File: config.mk
export PLATFORM = sky130hd
export DESIGN_NAME = rd_req_arbiter
export DESIGN_NICKNAME = d
export VERILOG_FILES = /design/src/rtl/rd_req_arbiter.sv
export SDC_FILE = /design/constraint.sdc
export NUM_CORES = 1
export LEC_CHECK = 0
export BUFFER_PORTS_ARGS = -buffer_cell sky130_fd_sc_hd__buf_4
export CAP_MARGIN = 20
export CORE_AREA = 4 4 144 146
export CTS_BUF_LIST = sky130_fd_sc_hd__clkbuf_8
export CTS_CLUSTER_SIZE = 25
export DETAILED_ROUTE_END_ITERATION = 6
export DIE_AREA = 0 0 148 150
export SLEW_MARGIN = 20
export SYNTH_ARGS = -nofsm -noshare
export SYNTH_HDL_FRONTEND = slang
export SYNTH_SLANG_ARGS = --single-unit
File: constraint.sdc
create_clock -name clk -period 3.06 [get_ports clk]
set_input_delay 0.306 -clock clk [delete_from_list [all_inputs] [get_ports clk]]
set_output_delay 0.306 -clock clk [all_outputs]
set_load 0.005 [all_outputs]
File: src/rtl/rd_req_arbiter.sv
// Four-port round-robin arbiter for downstream burst reads.
// Tracks per-port outstanding bursts and flags protocol errors on a sticky err bit.
module rd_req_arbiter #(
   parameter int unsigned MAX_OUTSTANDING = 4,
   parameter int unsigned NUM_PORTS       = 4
) (
   input  logic         clk,
   input  logic         rst,
   input  logic [3:0]   req_i,
   input  logic [31:0]  len_i,
   input  logic [255:0] addr_i,
   output logic [3:0]   ack_o,
   output logic         rd_req,
   output logic [7:0]   rd_len,
   output logic [63:0]  rd_address,
   output logic [1:0]   rd_id,
   input  logic         rd_req_ack,
   input  logic         rd_done,
   input  logic [1:0]   rd_done_id,
   output logic         busy,
   output logic         err
);

   typedef enum logic {IDLE = 1'b0, GRANT = 1'b1} state_t;

   localparam logic [3:0] MAX_CNT = 4'(MAX_OUTSTANDING);

   state_t      state_q, state_d;
   logic [1:0]  grant_q, grant_d;
   logic [1:0]  ptr_q, ptr_d;
   logic [3:0]  cnt_q [NUM_PORTS];
   logic [3:0]  cnt_d [NUM_PORTS];
   logic        err_q, err_d;
   logic        accept;
   logic [3:0]  eligible;
   logic        found;
   logic [1:0]  winner;
   logic [1:0]  idx;
   logic        underflow;

   // Reset gates the request/ack outputs so nothing leaks out during a reset cycle.
   assign rd_req     = (state_q == GRANT) && req_i[grant_q] && !rst;
   assign rd_len     = len_i[{grant_q, 3'b000} +: 8];
   assign rd_address = addr_i[{grant_q, 6'b000000} +: 64];
   assign rd_id      = grant_q;
   assign err        = err_q;

   always_comb begin
      busy = (state_q == GRANT);
      for (int unsigned i = 0; i < NUM_PORTS; i++) begin
         busy = busy | (cnt_q[i] != '0);
      end
      busy = busy && !rst;
   end

   always_comb begin
      eligible = '0;
      found    = 1'b0;
      winner   = ptr_q;
      idx      = '0;
      for (int unsigned i = 0; i < NUM_PORTS; i++) begin
         eligible[i] = req_i[i] && (cnt_q[i] < MAX_CNT);
      end
      // Search ascending from ptr, wrapping 3 -> 0.
      for (int unsigned i = 0; i < NUM_PORTS; i++) begin
         idx = ptr_q + 2'(i);
         if (!found && eligible[idx]) begin
            found  = 1'b1;
            winner = idx;
         end
      end
   end

   always_comb begin
      state_d = state_q;
      grant_d = grant_q;
      ptr_d   = ptr_q;
      ack_o   = '0;
      accept  = 1'b0;
      case (state_q)
         IDLE: begin
            if (found) begin
               grant_d = winner;
               state_d = GRANT;
            end
         end
         GRANT: begin
            if (!req_i[grant_q]) begin
               state_d = IDLE;
            end else if (rd_req_ack && !rst) begin
               accept         = 1'b1;
               ack_o[grant_q] = 1'b1;
               ptr_d          = grant_q + 2'd1;
               state_d        = IDLE;
            end
         end
         default: state_d = IDLE;
      endcase
   end

   always_comb begin
      underflow = 1'b0;
      for (int unsigned i = 0; i < NUM_PORTS; i++) begin
         cnt_d[i] = cnt_q[i];
         if (accept && (grant_q == 2'(i)) && !(rd_done && (rd_done_id == 2'(i)))) begin
            cnt_d[i] = cnt_q[i] + 4'd1;
         end else if (rd_done && (rd_done_id == 2'(i)) && !(accept && (grant_q == 2'(i)))) begin
            if (cnt_q[i] == '0) begin
               underflow = 1'b1;
            end else begin
               cnt_d[i] = cnt_q[i] - 4'd1;
            end
         end
      end
      err_d = err_q | underflow | (rd_req_ack && !rd_req);
   end

   always_ff @(posedge clk) begin
      if (rst) begin
         state_q <= IDLE;
         grant_q <= '0;
         ptr_q   <= '0;
         err_q   <= 1'b0;
         for (int unsigned i = 0; i < NUM_PORTS; i++) begin
            cnt_q[i] <= '0;
         end
      end else begin
         state_q <= state_d;
         grant_q <= grant_d;
         ptr_q   <= ptr_d;
         err_q   <= err_d;
         for (int unsigned i = 0; i < NUM_PORTS; i++) begin
            cnt_q[i] <= cnt_d[i];
         end
      end
   end

endmodule

# Yosys cells after proc, flatten, opt, wreduce, memory -nomap -nowiden
# Memories as Yosys holds them, arrays and structs flattened.
# Cells that the tools add are included.
# totals
register_bits,6
ram_bits,16
in_bits,298
out_inout_bits,81
wordCells,160
mem_count,1
# memory_table
name,words,word_bits,rd,rd_clocked_by_memory_dff,wr,line_no,text
cnt_q,4,4,4,0,4,31,logic [3:0] cnt_q [NUM_PORTS];
# classes
n_addsub,12
magnitude_cmp,10
eq_ne,6
shifts,2
mux,60
bitwise,11
reduce_logical,54
# op_table
op,count
variable part select 256 x 9 -> 64 bit,1
2-to-1 mux 4 bit,19
variable part select 32 x 6 -> 8 bit,1
2-to-1 mux 1 bit,31
logical AND 1 bit,29
adder 4 x 1 -> 4 bit (second input constant),4
logical NOT 4 bit,4
< comparator 4 x 3 -> 1 bit (second input constant),4
nonzero test 4 bit,4
subtractor 4 x 1 -> 4 bit (second input constant),4
< comparator 2 x 3 -> 1 bit (second input constant),5
logical NOT 1 bit,13
binary-select mux 1 bit (select 2 bit),5
bitwise OR 1 bit,10
== test 2 bit (second input constant),4
2-to-1 mux 2 bit,3
adder 2 x 1 -> 2 bit (second input constant),2
adder 2 bit (second input constant),2
== test 2 x 1 -> 1 bit (second input constant),2
logical NOT 2 bit,2
AND reduction 3 bit,1
demux 1 bit (select 2 bit),1
>= comparator 2 x 1 -> 1 bit (second input constant),1
case mux 1 bit (2 select lines),1
2 further kinds,2

# Depth between registers and ports, before layout
# depth
depth_word,21
depth_mapped,13
depth_no_buf,11

# Worst setup path after synthesis
# OpenSTA, ideal clock, no wires.
# synth_path
kind,reg-to-reg
start,register grant_q[0] (netlist: rd_id[0])
end,memory cnt_q[0][3]
setup_time_ns,0.121
t_arrival_ns,2.911
t_required_ns,2.939
path_slack_ns,0.029
stages_incl_launch_ff,12
n_path_buf,1
synth_period_minus_slack_ns,3.031
path_cell_list,dfxtp_1 -> mux4_2 -> and4_1 -> buf_2 -> and2_4 -> ha_1 -> inv_1 -> ha_1 -> a21o_1 -> a21oi_1 -> mux2_2 -> mux2_2
# synth_rtl
item,line_no,text
from (decl),29,"logic [1:0] grant_q, grant_d;"
from (signal assigned),129,grant_q <= grant_d;
to (decl),31,

==> impl_metrics.ini <==
[floorplan]
num_rows = 51
core_region_area_um2 = 19400
dieArea_um2 = 22200
start_util = 0.1743
io_pins = 379
die_y_um = 150
die_x_um = 148

[logic_synthesis]
syn_nets = 604
ys_seq_elements = 22
ys_top_cells_by_count = mux4_2 (73), dfxtp_1 (22), inv_1 (22)
synthArstFlopShare = 0
yosys.area.top_type = mux4_2
synth_edf_count = 0
syn_area_um2 = 3382
yosysMostFrequentCell = mux4_2
synth.distinct_cells = 39
netlist_top_cells_area = mux4_2 (49%), dfxtp_1 (13%), ha_1 (7.4%)
dominantRegCellSynth = dfxtp_1
syn_inst = 282
yosys_warnings = 0
synth_top_area_frac = 0.4861
syn_avg_cell_area_um2 = 11.99
ys_seq_area_frac = 0.1302

[clocking]
postCtsHoldBufs = 0
cts_setup_buffers = 0
cts_resized = 0
cts_sinks = 22
clock_latency_ns = 0.27
cts_inserted_buffers = 3
cts_tree = done
htree_num_levels = 1
cts_buffer_depth = 2
clk_pin_slew_worst_paths_ns = 0.08
clockRootBuffer = clkbuf_8

[detailed_routing]
routed_via_density = 4.539
drt-initial-drc-count = 205
routed_wl_mm = 19.93
drcViolationCount = 0
wire_per_inst_um = 21.66
ant_nets = 0
drtPass1Iterations = 4
vias = 4176

[timing]
max_freq_mhz = 338.2
tns_ns = 0
setup_violations = 0
rsz0062_at_grt = no
finalMaxSlewViolations = 0
fin_worst_skew_ns = 0.001930
max-slew-margin-rel = 0.4937
hold_violations = 0
fin_ws_ns = 0.1028
min_period_ns = 2.957
min_period_over_period = 0.9664
tightest_slew_ns = 0.7595

[power]
power_leakage_nw = 3.040
powerDensity_nw_per_um2 = 234.8
ir_drop_mv = 0.1992

[critical_path]
critPathMaxFanout = 7
start_kind = flip-flop
worst_r2r_path_depth = 11
cp-startpoint = rd_id[0]
timing.rr.start = rd_id[0]
reg2reg_slack_ns = 0.10
required_ns = 3.23
r2r_end = cnt_q[3][3]
endpoint = cnt_q[3][3]
end_kind = flip-flop
worstSetupPathType = reg -> reg
critPathArrivalTime_ns = 3.12

[flow_run]
drv_cap = 0

[grt]
grt_use_total = 0.1603
gr-total-overflow = 0
grt_max_degree = 39
antenna_found_initial = 2
grt_pass1_vias = 4148
grt_pass1_wl_mm = 27.05

[hold_path]
worstHoldStart = rd_req_ack
hp-class = in -> reg

[layout]
multi_input_area_um2 = 2771
area_delta_synth_final_pct = 95.23
instances_no_fill = 920
antenna_cells = 0
n_fill_cell = 2002
regArea_um2 = 447.9
final_nets = 978
fin_area_um2 = 6603
drive_gt1_frac = 0.7450

[placed_design]
port_buffers = 378
dpl.hpwl_mm = 17.29
dp_cells = 916
place_ws_ns = 0.07984
gp_congestion = 0.8625
placed_cell_area_um2 = 6549

[run_status]
outcome = complete, no violations
## cell usage in the layout (no fill, tap or decap), types with 4 or more instances in the layout
| cell | instances |
|---|---|
| a31oi_1 | 4 |
| nand3_1 | 5 |
| buf_4 | 388 |
| fa_1 | 4 |
| dfxtp_1 | 20 |
| a21oi_1 | 11 |
| ha_1 | 20 |
| nor3b_1 | 4 |
| a21o_1 | 5 |
| mux2_2 | 8 |
| nand2_1 | 15 |
| a211oi_1 | 4 |
| mux2i_1 | 5 |
| mux4_2 | 73 |
| nor2_1 | 19 |
| inv_1 | 22 |
| xnor2_1 | 4 |
| nor2b_1 | 4 |
| nor3_1 | 5 |
## registers in the layout, summed over array words and instances (netlist names)
| register | count |
|---|---|
| cnt_q | 16 |
| ptr_q | 2 |
| rd_id | 2 |
| err | 1 |
| state_q | 1 |
## metrics by stage
step	hold slack, ns	power (W)	utilization
floorplan	0.4211	0.0007308	-
global placement	0.5196	0.001359	0.3376
detailed placement	0.5276	0.001361	0.3376
CTS	0.2390	0.001559	0.3399
global route	0.2408	0.001633	0.3404
finish	0.2578	0.001550	0.3404
## metal layers
layer / vias up / share of wire / GRT usage
met5: - / 0.0011 / 0
met4: 4 / 0.0078 / 0.01894
met3: 14 / 0.078 / 0.03876
met2: 172 / 0.50 / 0.2722
met1: 2099 / 0.42 / 0.2140
li1: 1887 / - / -
## worst max-delay path, cell delays in order (launching register included)
cell and delay (ns):
dfxtp_4 0.40, mux4_2 0.52, and4_2 0.29, nand2_1 0.13, inv_1 0.06, ha_1 0.22, inv_2 0.09, ha_1 0.22
a21o_1 0.17, a21oi_1 0.14, mux2_2 0.35, mux2_2 0.26
## power breakdown
part / internal (W) / switching [W] / leakage [nW]
clock network: 0.0000899 / 0.000103 / 0.0269
registers: 0.000295 / 0.0000115 / 0.180
logic: 0.000677 / 0.000375 / 2.83
total: 0.00106 / 0.000489 / 3.04
## worst min-delay path by stage
stage / endpoint / slack (ns) / cells past startpoint
after floorplan: state_q / 0.42 / 1
after global placement: cnt_q[3][1] / 0.52 / 2
after detailed placement: cnt_q[3][1] / 0.53 / 2
after CTS: state_q / 0.24 / 2
after global routing: state_q / 0.24 / 2
final: state_q / 0.26 / 2
## logic make-up after synthesis
logic type | Yosys count | share of synthesized area
AOI/OAI and AO/OA | 35 | 0.06771
xor gates and xnor gates | 4 | 0.01036
adders and majority gates | 24 | 0.09767
buffers and inverters | 42 | 0.05179
DFF | 22 | 0.1302
muxes | 86 | 0.5276
and+or+nand+nor | 69 | 0.1147
## cell type report
class	count	share of cell area
Timing Repair Buffer	389	0.4429
Multi-Input combinational cell	218	0.4197
Sequential cell	22	0.06784
Tap cell	265	0.05022
Inverter	22	0.01251
Clock buffer	3	0.006254
Clock inverter	1	0.0005685
(Power assumes the default switching activity.)
